File: src/rtl/mips_seq_ctrl.sv
// mips_seq_ctrl: multicycle FETCH/DECODE/EXEC/MEM/WB sequencer for the MIPS datapath.
// It issues per-cycle datapath strobes, runs memory accesses over a req/ready
// handshake with a bounded wait, and counts retired instructions.
// Ports:
//   clk_i, rst_ni                 clock, asynchronous active-low reset
//   run_i                         start/continue; sampled in IDLE and at retire
//   opcode_i, funct_i             IR[31:26], IR[5:0]
//   zero_i                        ALU zero flag (used in EXEC for branches)
//   mem_ready_i                   memory completes the current access this cycle
//   mem_req_o, iord_o, mem_write_o, ir_write_o, pc_write_o, pc_src_o,
//   alu_src_a_o, alu_src_b_o, alu_ctrl_o, reg_write_o, reg_dst_o,
//   mem_to_reg_o                  datapath strobes
//   state_o, error_o, retired_count_o  status
module mips_seq_ctrl #(
  parameter int CNT_W       = 16,
  parameter int MEM_TIMEOUT = 15
) (
  input  logic             clk_i,
  input  logic             rst_ni,
  input  logic             run_i,
  input  logic [5:0]       opcode_i,
  input  logic [5:0]       funct_i,
  input  logic             zero_i,
  input  logic             mem_ready_i,
  output logic             mem_req_o,
  output logic             iord_o,
  output logic             mem_write_o,
  output logic             ir_write_o,
  output logic             pc_write_o,
  output logic [1:0]       pc_src_o,
  output logic             alu_src_a_o,
  output logic [1:0]       alu_src_b_o,
  output logic [2:0]       alu_ctrl_o,
  output logic             reg_write_o,
  output logic             reg_dst_o,
  output logic             mem_to_reg_o,
  output logic [2:0]       state_o,
  output logic             error_o,
  output logic [CNT_W-1:0] retired_count_o
);
  localparam int WW = $clog2(MEM_TIMEOUT + 1);
  localparam logic [2:0] ALU_ADD = 3'b010;
  localparam logic [2:0] ALU_SUB = 3'b110;
  typedef enum logic [2:0] {
    S_IDLE   = 3'd0,
    S_FETCH  = 3'd1,
    S_DECODE = 3'd2,
    S_EXEC   = 3'd3,
    S_MEM    = 3'd4,
    S_WB     = 3'd5,
    S_ERR    = 3'd6
  } state_e;
  state_e state_q, state_d;
  logic [WW-1:0] wait_q, wait_d;
  logic [CNT_W-1:0] cnt_q, cnt_d;
  logic retire, timeout;
  logic is_r, is_addi, is_lw, is_sw, is_beq, is_bne, is_j, legal;
  assign is_r    = opcode_i == 6'd0;
  assign is_addi = opcode_i == 6'd8;
  assign is_lw   = opcode_i == 6'd35;
  assign is_sw   = opcode_i == 6'd43;
  assign is_beq  = opcode_i == 6'd4;
  assign is_bne  = opcode_i == 6'd5;
  assign is_j    = opcode_i == 6'd2;
  assign legal   = is_r | is_addi | is_lw | is_sw | is_beq | is_bne | is_j;
  // This is the last permitted waiting cycle: a further miss now would hit the limit.
  assign timeout = wait_q == WW'(MEM_TIMEOUT - 1);
  always_comb begin
    state_d      = state_q;
    retire       = 1'b0;
    mem_req_o    = 1'b0;
    iord_o       = 1'b0;
    mem_write_o  = 1'b0;
    ir_write_o   = 1'b0;
    pc_write_o   = 1'b0;
    pc_src_o     = 2'b00;
    alu_src_a_o  = 1'b0;
    alu_src_b_o  = 2'b00;
    alu_ctrl_o   = 3'b000;
    reg_write_o  = 1'b0;
    reg_dst_o    = 1'b0;
    mem_to_reg_o = 1'b0;
    case (state_q)
      S_IDLE: state_d = run_i ? S_FETCH : S_IDLE;
      S_FETCH: begin
        mem_req_o   = 1'b1;
        alu_src_b_o = 2'b01;
        alu_ctrl_o  = ALU_ADD;
        ir_write_o  = mem_ready_i;
        pc_write_o  = mem_ready_i;
        state_d     = mem_ready_i ? S_DECODE : timeout ? S_ERR : S_FETCH;
      end
      S_DECODE: begin
        alu_src_b_o = 2'b11;
        alu_ctrl_o  = ALU_ADD;
        state_d     = legal ? S_EXEC : S_ERR;
      end
      S_EXEC: begin
        if (is_r) begin
          alu_src_a_o = 1'b1;
          alu_ctrl_o  = funct_i == 6'd1 ? ALU_SUB : ALU_ADD;
          state_d     = funct_i <= 6'd1 ? S_WB : S_ERR;
        end else if (is_addi | is_lw | is_sw) begin
          alu_src_a_o = 1'b1;
          alu_src_b_o = 2'b10;
          alu_ctrl_o  = ALU_ADD;
          state_d     = is_addi ? S_WB : S_MEM;
        end else if (is_beq | is_bne) begin
          alu_src_a_o = 1'b1;
          alu_ctrl_o  = ALU_SUB;
          pc_src_o    = 2'b01;
          pc_write_o  = is_beq ? zero_i : !zero_i;
          retire      = 1'b1;
        end else if (is_j) begin
          pc_src_o    = 2'b10;
          pc_write_o  = 1'b1;
          retire      = 1'b1;
        end else begin
          state_d     = S_ERR;
        end
      end
      S_MEM: begin
        mem_req_o   = 1'b1;
        iord_o      = 1'b1;
        mem_write_o = is_sw;
        retire      = mem_ready_i & is_sw;
        state_d     = mem_ready_i ? S_WB : timeout ? S_ERR : S_MEM;
      end
      S_WB: begin
        reg_write_o  = 1'b1;
        reg_dst_o    = is_r;
        mem_to_reg_o = is_lw;
        retire       = 1'b1;
      end
      S_ERR: state_d = S_ERR;
      default: state_d = S_ERR;
    endcase
    if (retire) state_d = run_i ? S_FETCH : S_IDLE;
  end
  // Any state change clears the wait counter, which covers entry to FETCH and MEM.
  assign wait_d = state_d != state_q ? '0 : (mem_req_o && !mem_ready_i) ? wait_q + WW'(1) : wait_q;
  assign cnt_d  = retire ? cnt_q + CNT_W'(1) : cnt_q;
  always_ff @(posedge clk_i or negedge rst_ni) begin
    if (!rst_ni) begin
      state_q <= S_IDLE;
      wait_q  <= '0;
      cnt_q   <= '0;
    end else begin
      state_q <= state_d;
      wait_q  <= wait_d;
      cnt_q   <= cnt_d;
    end
  end
  assign state_o         = state_q;
  assign error_o         = state_q == S_ERR;
  assign retired_count_o = cnt_q;
endmodule

File: config.mk
export PLATFORM = sky130hd
export DESIGN_NAME = mips_seq_ctrl
export DESIGN_NICKNAME = d
export VERILOG_FILES = /design/src/rtl/mips_seq_ctrl.sv
export SDC_FILE = /design/constraint.sdc
export NUM_CORES = 1
export LEC_CHECK = 0
export ABC_AREA = 1
export BUFFER_PORTS_ARGS = -buffer_cell sky130_fd_sc_hd__buf_4
export CAP_MARGIN = 10
export CELL_PAD_IN_SITES_DETAIL_PLACEMENT = 0
export CELL_PAD_IN_SITES_GLOBAL_PLACEMENT = 1
export CORE_ASPECT_RATIO = 1.25
export CORE_UTILIZATION = 37
export DETAILED_ROUTE_END_ITERATION = 8
export PLACE_DENSITY_LB_ADDON = 0.1
export SYNTH_ARGS = -nofsm -noshare
export SYNTH_HDL_FRONTEND = slang
export SYNTH_SLANG_ARGS = --single-unit
export TNS_END_PERCENT = 30
File: constraint.sdc
create_clock -name clk_i -period 2.25 [get_ports clk_i]
set_input_delay 0.3375 -clock clk_i [delete_from_list [all_inputs] [get_ports clk_i]]
set_output_delay 0.3375 -clock clk_i [all_outputs]
set_load 0.01 [all_outputs]
; ---- Yosys cells after proc, flatten, opt, wreduce, memory -nomap -nowiden
; Index checks and enable logic that the tools add are counted.
[word_totals]
output_inout_bits = 36
input_bits = 17
elab_cells = 89
regBits = 23
[op_classes]
addsub = 2
n_bitwise = 10
n_reduce_logical = 8
eq_ne = 15
muxes = 50
n_lt_le_gt_ge = 1
[op_table]
columns = cell, count
row1 = 3-bit 2-to-1 mux, 12
row2 = 1-bit 2-to-1 mux, 21
row3 = 2-bit 2-to-1 mux, 10
row4 = 3-bit one-hot mux with 6 select lines, 1
row5 = "16-bit by 1-bit adder with 16-bit output, second input constant", 1
row6 = "6-bit by 3-bit equality test with 1-bit output, second input constant", 2
row7 = "6-bit equality test, second input constant", 2
row8 = "3-bit equality test, second input constant", 3
row9 = 1-bit bitwise OR, 9
row10 = 4-bit 2-to-1 mux, 2
row11 = "3-bit by 2-bit equality test with 1-bit output, second input constant", 2
row12 = "6-bit by 1-bit equality test with 1-bit output, second input constant", 1
row13 = "6-bit by 2-bit equality test with 1-bit output, second input constant", 1
row14 = "6-bit by 4-bit equality test with 1-bit output, second input constant", 1
row15 = "6-bit by 1-bit less-or-equal comparator with 1-bit output, second input constant", 1
row16 = 6-bit logical NOT, 1
row17 = 2-bit one-hot mux with 3 select lines, 1
row18 = 3-bit one-hot mux with 2 select lines, 1
row19 = "4-bit by 1-bit adder with 4-bit output, second input constant", 1
row20 = "4-bit equality test, second input constant", 1
row21 = 2-bit OR reduction, 2
row22 = "3-bit by 1-bit equality test with 1-bit output, second input constant", 1
row23 = 3-bit logical NOT, 1
row24 = 3-bit inequality test, 1
row25 = 6 further kinds, 7

; ---- Depth between registers and ports, before layout
; Gate-level depths: netlist of run 1.
[depth]
depth_word = 12
mapped_depth = 14
ltp_nobuf = 14

; ---- Worst setup path after synthesis of run 1
; OpenSTA, ideal clock, no wires.
[synth_path]
path_kind = register to register
start = register state_q[0] (netlist: state_o[0])
end = register cnt_q[11] (netlist: retired_count_o[11])
setup_ps = 127
setup_slack_ps = 621
n_path_buf = 1
t_arrival_ps = 1502
required_time_ps = 2123
stages_incl_launch_ff = 12
period_less_slack_ps = 1629
path_cell_list = dfrtp_1 > buf_4 > inv_4 > nor2_4 > nand2_2 > inv_2 > nand2_2 > nand2_8 > inv_8 > nor3_4 > nand3_1 > xnor2_1
[synth_between]
elab_chain_len = 2
word_cells_on_any_way = 4
cone_classes = eq/ne (3) / mux (1)
[synth_rtl]
columns = element, line
row1 = start: declaration, 53  ; state_e state_q, state_d;
row2 = start signal: assignment, 149  ; state_q <= state_d;
row3 = 3-bit equality test or 3-bit by 2-bit equality test with 1-bit output (tied branches), 83  ; case (state_q)
row4 = 1-bit one-hot mux with 3 select lines *, 83
row5 = end signal: assignment, 151  ; cnt_q <= cnt_d;
row6 = end: declaration, 55  ; logic [CNT_W-1:0] cnt_q, cnt_d;
; Mark *: on every way between the ends. The rest lies on a longest branch, timed or not.
; A chain may end at the register's enable or synchronous reset.

; ---- Worst setup path after layout of run 1
[layout_path]
start = register state_q[0] (netlist: state_o[0])
end = output pc_write_o
[layout_between]
elab_chain_len = 2
word_cells_on_any_way = 3
cone_classes = eq/ne (2) / mux (1)
[layout_rtl]
columns = element, line
row1 = 3-bit by 2-bit equality test with 1-bit output or 3-bit by 1-bit equality test with 1-bit output (tied branches), 83
row2 = 1-bit one-hot mux with 2 select lines *, 83
row3 = end: declaration, 29  ; output logic pc_write_o,
; Marked as above.

==> results of run 1 <==
[metrics by stage]
stage | instances | util
after floorplan | 208 | -
after global placement | 313 | 0.4936
after detailed placement | 313 | 0.4936
after CTS | 318 | 0.5073
after global routing | 318 | 0.5073
final | 318 | 0.5073
[cell usage in the layout, fill, tap and decap left out, types with 5 or more instances in the layout]
master,netlist,final
nand2_2,6,6
dfrtp_1,23,23
buf_4,2,51
xor2_1,11,11
nor2_1,31,31
nand3_1,16,16
xnor2_1,7,7
nor3_1,5,5
nand2_1,50,50
o21ai_0,6,6
inv_1,18,18
[worst register-to-register path, delay by kind of cell (launching register included)]
family                 cells  cell delay (ns)
flip-flops                 1             0.57
AND/OR/NAND/NOR            6             0.76
XOR/XNOR                   1             0.13
buffers and inverters      3             0.28
[how the worst max path moves through the flow]
stage | end | depth (start not counted) | slack, ns
finish | pc_write_o | 7 | 0.25
detailed placement | retired_count_o[11] | 10 | 0.40
global route | pc_write_o | 7 | 0.12
CTS | pc_write_o | 7 | 0.23
floorplan | retired_count_o[11] | 11 | 0.62
global placement | retired_count_o[11] | 10 | 0.39
[per-layer routing]
| layer | track usage | wire [um] | up-vias |
|---|---|---|---|
| li1 | - | - | 768 |
| met1 | 0.2065 | 1569 | 666 |
| met2 | 0.3028 | 1777 | 35 |
| met3 | 0.01890 | 129 | 7 |
| met4 | 0.07323 | 72 | 0 |
| met5 | 0 | 0 | - |
[where the power goes]
group	internal [mW]	switching (mW)	total (mW)
Clock	0.124	0.134	0.258
Sequential	0.443	0.0618	0.505
Combinational	0.188	0.240	0.428
[repair_timing]
item / 4_1_cts / 5_1_grt
gates resized for setup: 0 / 0
endpoints found under the setup margin: 0 / 0
endpoints found under the hold margin: 23 / 0
hold buffers: 1 / 0
buffers inserted: 0 / 0
[area by class of cell]
type	count	share of cell area
multi-input combinational	161	0.4338
sequential	23	0.2768
timing repair buffer	52	0.1889
inverter	22	0.04452
tap	56	0.03369
clock buffer	3	0.01986
clock inverter	1	0.002407
[state kept, by name (all words and copies together) (netlist names)]
register,flops
retired_count_o,16
state_o,3
wait_q,4
[kinds of logic (layout without fill, tap and decap cells)]
family,count (synthesis),count (layout),synth area share
AO/OA/AOI/OAI,14,14,0.05683
XOR/XNOR,18,18,0.09945
flip-flops,23,23,0.3631
buffers and inverters,24,78,0.06787
AND/OR/NAND/NOR,125,125,0.3867
adder cells (fa/ha/maj),3,3,0.02368
other,1,1,0.002366
==> flow_summary_export.csv, run 1 <==
group,metric,value,unit
timing,fmax,0.4991,GHz
global_route,antenna_found_initial,0,
synth,syn_avg_cell_area,7.621,um2
synth,ys.flop_type,"dfrtp_1",
critical_path,cp_common_cell,"nand2_2",
finish,drive_gt1_frac,0.2977,
finish,multi_input_area,902.1,um2
route,wl_per_cell,11.15,um
flow_run,drv_cap,0,
power,power_density,572.4,nW/um2
clock_tree,clockBufferDepth,2,
synth,synth_nets,228,
route,drt_first_iter_violations,52,
synth,synth.area.top_cells,"dfrtp_1 (36%), nand2_1 (12%), nor2_1 (7.3%)",
clock_tree,cts_tree,"done",
timing,layout_setup_ws,0.2466,ns
floorplan,die_y,75.18,um
critical_path,critical_path.reg2reg.startpoint,"state_o[0]",
global_route,grt_overflow_total,0,
synth,synth_seq_cells,23,
critical_path,critPathRequiredTime,1.91,ns
clock_tree,cts.sinks,23,
critical_path,worst_path_dominant_cell_family,"flip-flops",
timing,hold-worst-slack,0.3362,ns
critical_path,r2r_setup_slack,0.41,ns
route,dr.pass1.iters,4,
floorplan,design.die.area,4552,um2
clock_tree,cts_inserted_buffers,3,
synth,synth.most_common_cell,"nand2_1",
critical_path,reg2reg_to,"retired_count_o[11]",
route,vias,1476,
timing,rsz0062_at_grt,"false",
clock_tree,cts_root_buf,"clkbuf_8",
critical_path,slowest_delay,0.57,ns
placement,port_buffers,51,
route,routed_wl,3.547,mm
clock_tree,clock_latency,0.27,ns
synth,synth_top_area_frac,0.3631,
synth,async_flop_share,1.000,
critical_path,cp-start-kind,"flop",
power,p_leak,1.128,nW
floorplan,num_rows,26,
global_route,grt_pass1_vias,1378,
clock_tree,htreeDepth,1,
timing,post-route-period-util,0.8904,
synth,synth_cells,208,
critical_path,arrival,1.67,ns
placement,gp_congestion,0.7398,
finish,fillers,443,
hold_path,min_path_cells,3,
clock_tree,cts.clk_slew.worst_paths,0.08,ns
floorplan,placeableCoreArea,4099,um2
timing,tns,0,ns
route,detail-route-antenna-nets,0,
route,vias_per_cell,4.642,
finish,area_delta_synth_final,31.18,%
hold_path,hold_path_class,"input pin to flop",
global_route,grt_first_pass_wirelength,5.858,mm
critical_path,crit_path_end_kind,"output pin",
synth,synthTopCellsByCount,"nand2_1 (50), nor2_1 (31), dfrtp_1 (23)",
timing,setup-violations-final,0,
timing,fin_crit,2.003,ns
finish,diodes,0,
synth,synth_top_area_cell,"dfrtp_1",
critical_path,cp_max_fo,9,
timing,drv_slew,0,
floorplan,die_x,60.55,um
power,total_power,1.190,mW
synth,yosysSeqAreaShare,0.3631,
synth,yosysUniqueCellTypes,31,
run_status,status,"finished clean",
timing,final-hold-violation-count,0,
synth,synth-edff-count,0,
critical_path,critPathSlowestCell,"dfrtp_1",
route,drc,0,
critical_path,crit_type,"flop to output pin",
critical_path,crit_start,"state_o[0]",
hold_path,hold_start,"run_i",
synth,synth_area,1585,um2
critical_path,crit_path_cell_trace,"inv_4 -> nor2_4 -> nand2_2 -> inv_2 -> nand2_2 -> o22ai_1 -> buf_4",
placement,placed_area,2023,um2
global_route,grt_max_degree,24,
global_route,grt_usage,0.1708,
floorplan,initial_core_util,0.3868,
placement,hpwl,2.901,mm
finish,seqCellArea,575.6,um2
finish,nets,283,
finish,final_area,2079,um2
floorplan,ios,53,
hold_path,hold_path_end,"state_o[0]",
synth,yosys_warnings,0,
critical_path,worst-path-buf-inv,3,
timing,fin_skew,0.006006,ns
critical_path,ff2ff_path_depth,10,
placement,pre_cts_ws,0.4041,ns
power,irDropWorstVdd,297.4,uV
Power figures use the tool's default switching activity.
==> inputs of run 2 (changes only) <==
--- a/config.mk
+++ b/config.mk
@@ -10,9 +10,10 @@
 export CAP_MARGIN = 10
 export CELL_PAD_IN_SITES_DETAIL_PLACEMENT = 0
 export CELL_PAD_IN_SITES_GLOBAL_PLACEMENT = 1
-export CORE_ASPECT_RATIO = 1.25
-export CORE_UTILIZATION = 37
+export CORE_ASPECT_RATIO = 0.8
+export CORE_UTILIZATION = 38
 export DETAILED_ROUTE_END_ITERATION = 8
+export GPL_TIMING_DRIVEN = 0
 export PLACE_DENSITY_LB_ADDON = 0.1
 export SYNTH_ARGS = -nofsm -noshare
 export SYNTH_HDL_FRONTEND = slang
==> flow_summary_export.csv, run 2 (synthesis results as in run 1) <==
group,metric,value,unit
route,dr.pass1.iters,4,
finish,final_area,2093,um2
power,internal_power,0.7604,mW
floorplan,initial_core_util,0.4061,
timing,tns,0,ns
placement,hpwl,2.745,mm
critical_path,cp-start-kind,"flop",
clock_tree,cts_root_buf,"clkbuf_8",
finish,drive_gt1_frac,0.3030,
finish,fillers,400,
clock_tree,cts.sinks,23,
finish,multi_input_area,902.1,um2
timing,rsz0062_at_grt,"false",
finish,seqCellArea,575.6,um2
power,p_sw,0.4284,mW
global_route,grt_usage,0.1677,
route,drc,0,
timing,fin_crit,1.940,ns
finish,diodes,0,
power,irDropWorstVdd,387.1,uV
timing,drv_slew,0,
power,clock_power_share,0.210,
clock_tree,cts_tree,"done",
timing,post-route-period-util,0.8622,
floorplan,die_y,59.77,um
finish,final_cell_mix,"buf_4 (53), nand2_1 (50), nor2_1 (31)",
route,detail-route-antenna-nets,0,
timing,setup-violations-final,0,
global_route,grt_overflow_total,0,
power,power_density,567.9,nW/um2
route,vias_per_cell,4.520,
clock_tree,cts_inserted_buffers,3,
finish,nets,285,
finish,fin_util,0.5362,
critical_path,critPathRequiredTime,1.91,ns
route,routed_wl,3.433,mm
global_route,grt_first_pass_wirelength,5.727,mm
clock_tree,cts.clk_slew.worst_paths,0.08,ns
critical_path,crit_path_end_kind,"output pin",
critical_path,crit_path_cell_trace,"buf_4 -> inv_4 -> nor2_4 -> nand2_2 -> inv_2 -> nand2_2 -> o22ai_1 -> buf_4",
hold_path,hold_path_class,"input pin to flop",
global_route,antenna_found_initial,0,
clock_tree,clockBufferDepth,2,
power,p_leak,1.139,nW
critical_path,crit_type,"flop to output pin",
finish,fin_cells,319,
timing,hold-worst-slack,0.3456,ns
route,wl_per_cell,10.76,um
route,vias,1442,
placement,placed_area,2037,um2
timing,final-hold-violation-count,0,
floorplan,placeableCoreArea,3904,um2
floorplan,design.die.area,4436,um2
clock_tree,htreeDepth,1,
floorplan,ios,53,
clock_tree,cts_resized,0,
flow_run,drv_cap,0,
critical_path,critPathSlowestCell,"dfrtp_1",
route,drt_first_iter_violations,84,
floorplan,num_rows,20,
global_route,grt_pass1_vias,1272,
placement,port_buffers,51,
finish,layout_commonest_cell,"buf_4",
power,p_seq_frac,0.413,
run_status,status,"finished clean",
finish,area_delta_synth_final,32.04,%
power,swShare,0.3604,
finish,largest_reg_flops,16,
timing,fin_skew,0.001990,ns
placement,gp_congestion,0.7989,
power,comb_power_share,0.377,
timing,fmax,0.5155,GHz
critical_path,cp_max_fo,8,
global_route,grt_max_degree,24,
clock_tree,clock_latency,0.26,ns
placement,post-place-cells,314,
floorplan,die_x,74.21,um
critical_path,arrival,1.60,ns
critical_path,slowest_delay,0.36,ns
-- run 2: changes by cell type in the layout (fill, tap and decap cells not counted) --
| cell | previous run | this run |
|---|---|---|
| buf_4 | 51 | 53 |
-- run 2: power by group through the flow --
stage	clock, mW	sequential, mW	combinational (mW)
2_1_floorplan	0	0.502	0.265
3_3_place_gp	0	0.500	0.448
3_5_place_dp	0	0.500	0.450
4_1_cts	0.264	0.492	0.453
5_1_grt	0.283	0.499	0.506
6_report	0.250	0.491	0.448
-- run 2: per-stage QoR --
step	total power, mW	setup WS, ns
CTS	1.209	0.2961
floorplan	0.7668	0.6206
global route	1.288	0.1794
global placement	0.9479	0.3861
detailed placement	0.9500	0.3936
finish	1.189	0.3101
-- run 2: worst paths after layout --
path                                     from                   to  slack (ns)  cells after the start
max                                state_o[0]           pc_write_o        0.31                      8
min                                     run_i           state_o[0]        0.35                      3
max reg2reg                        state_o[0]  retired_count_o[11]        0.46                     11
min reg2reg                retired_count_o[4]   retired_count_o[4]        0.52                      1
max in group asynchronous              rst_ni           state_o[1]        1.50                      2
min in group asynchronous              rst_ni            wait_q[3]        0.52                      2
-- run 2: area by class of cell --
type	count	area share
Tap cell	55	0.03288
Sequential cell	23	0.2750
Buffer	2	0.007173
Clock buffer	3	0.01973
Clock inverter	1	0.002391
Multi-Input combinational cell	161	0.4310
Inverter	22	0.04423
Timing Repair Buffer	52	0.1877
-- run 2: critical path, delay by kind of cell (launching register included) --
family                 cells  cell delay [ns]
buffers and inverters      4             0.50
flip-flops                 1             0.36
AND/OR/NAND/NOR            3             0.32
AO/OA/AOI/OAI              1             0.16
-- run 2: repair_timing --
action,in CTS,in global routing
hold endpoints to repair,23,0
hold buffers,1,0
buffers inserted,0,0
-- run 2: routing by layer --
layer / global-route usage / up-vias / routed length [um]
li1: - / 772 / -
met1: 0.2542 / 631 / 1860
met2: 0.2519 / 37 / 1395
met3: 0.02698 / 2 / 160
met4: 0.03235 / 0 / 17
met5: 0 / - / 0
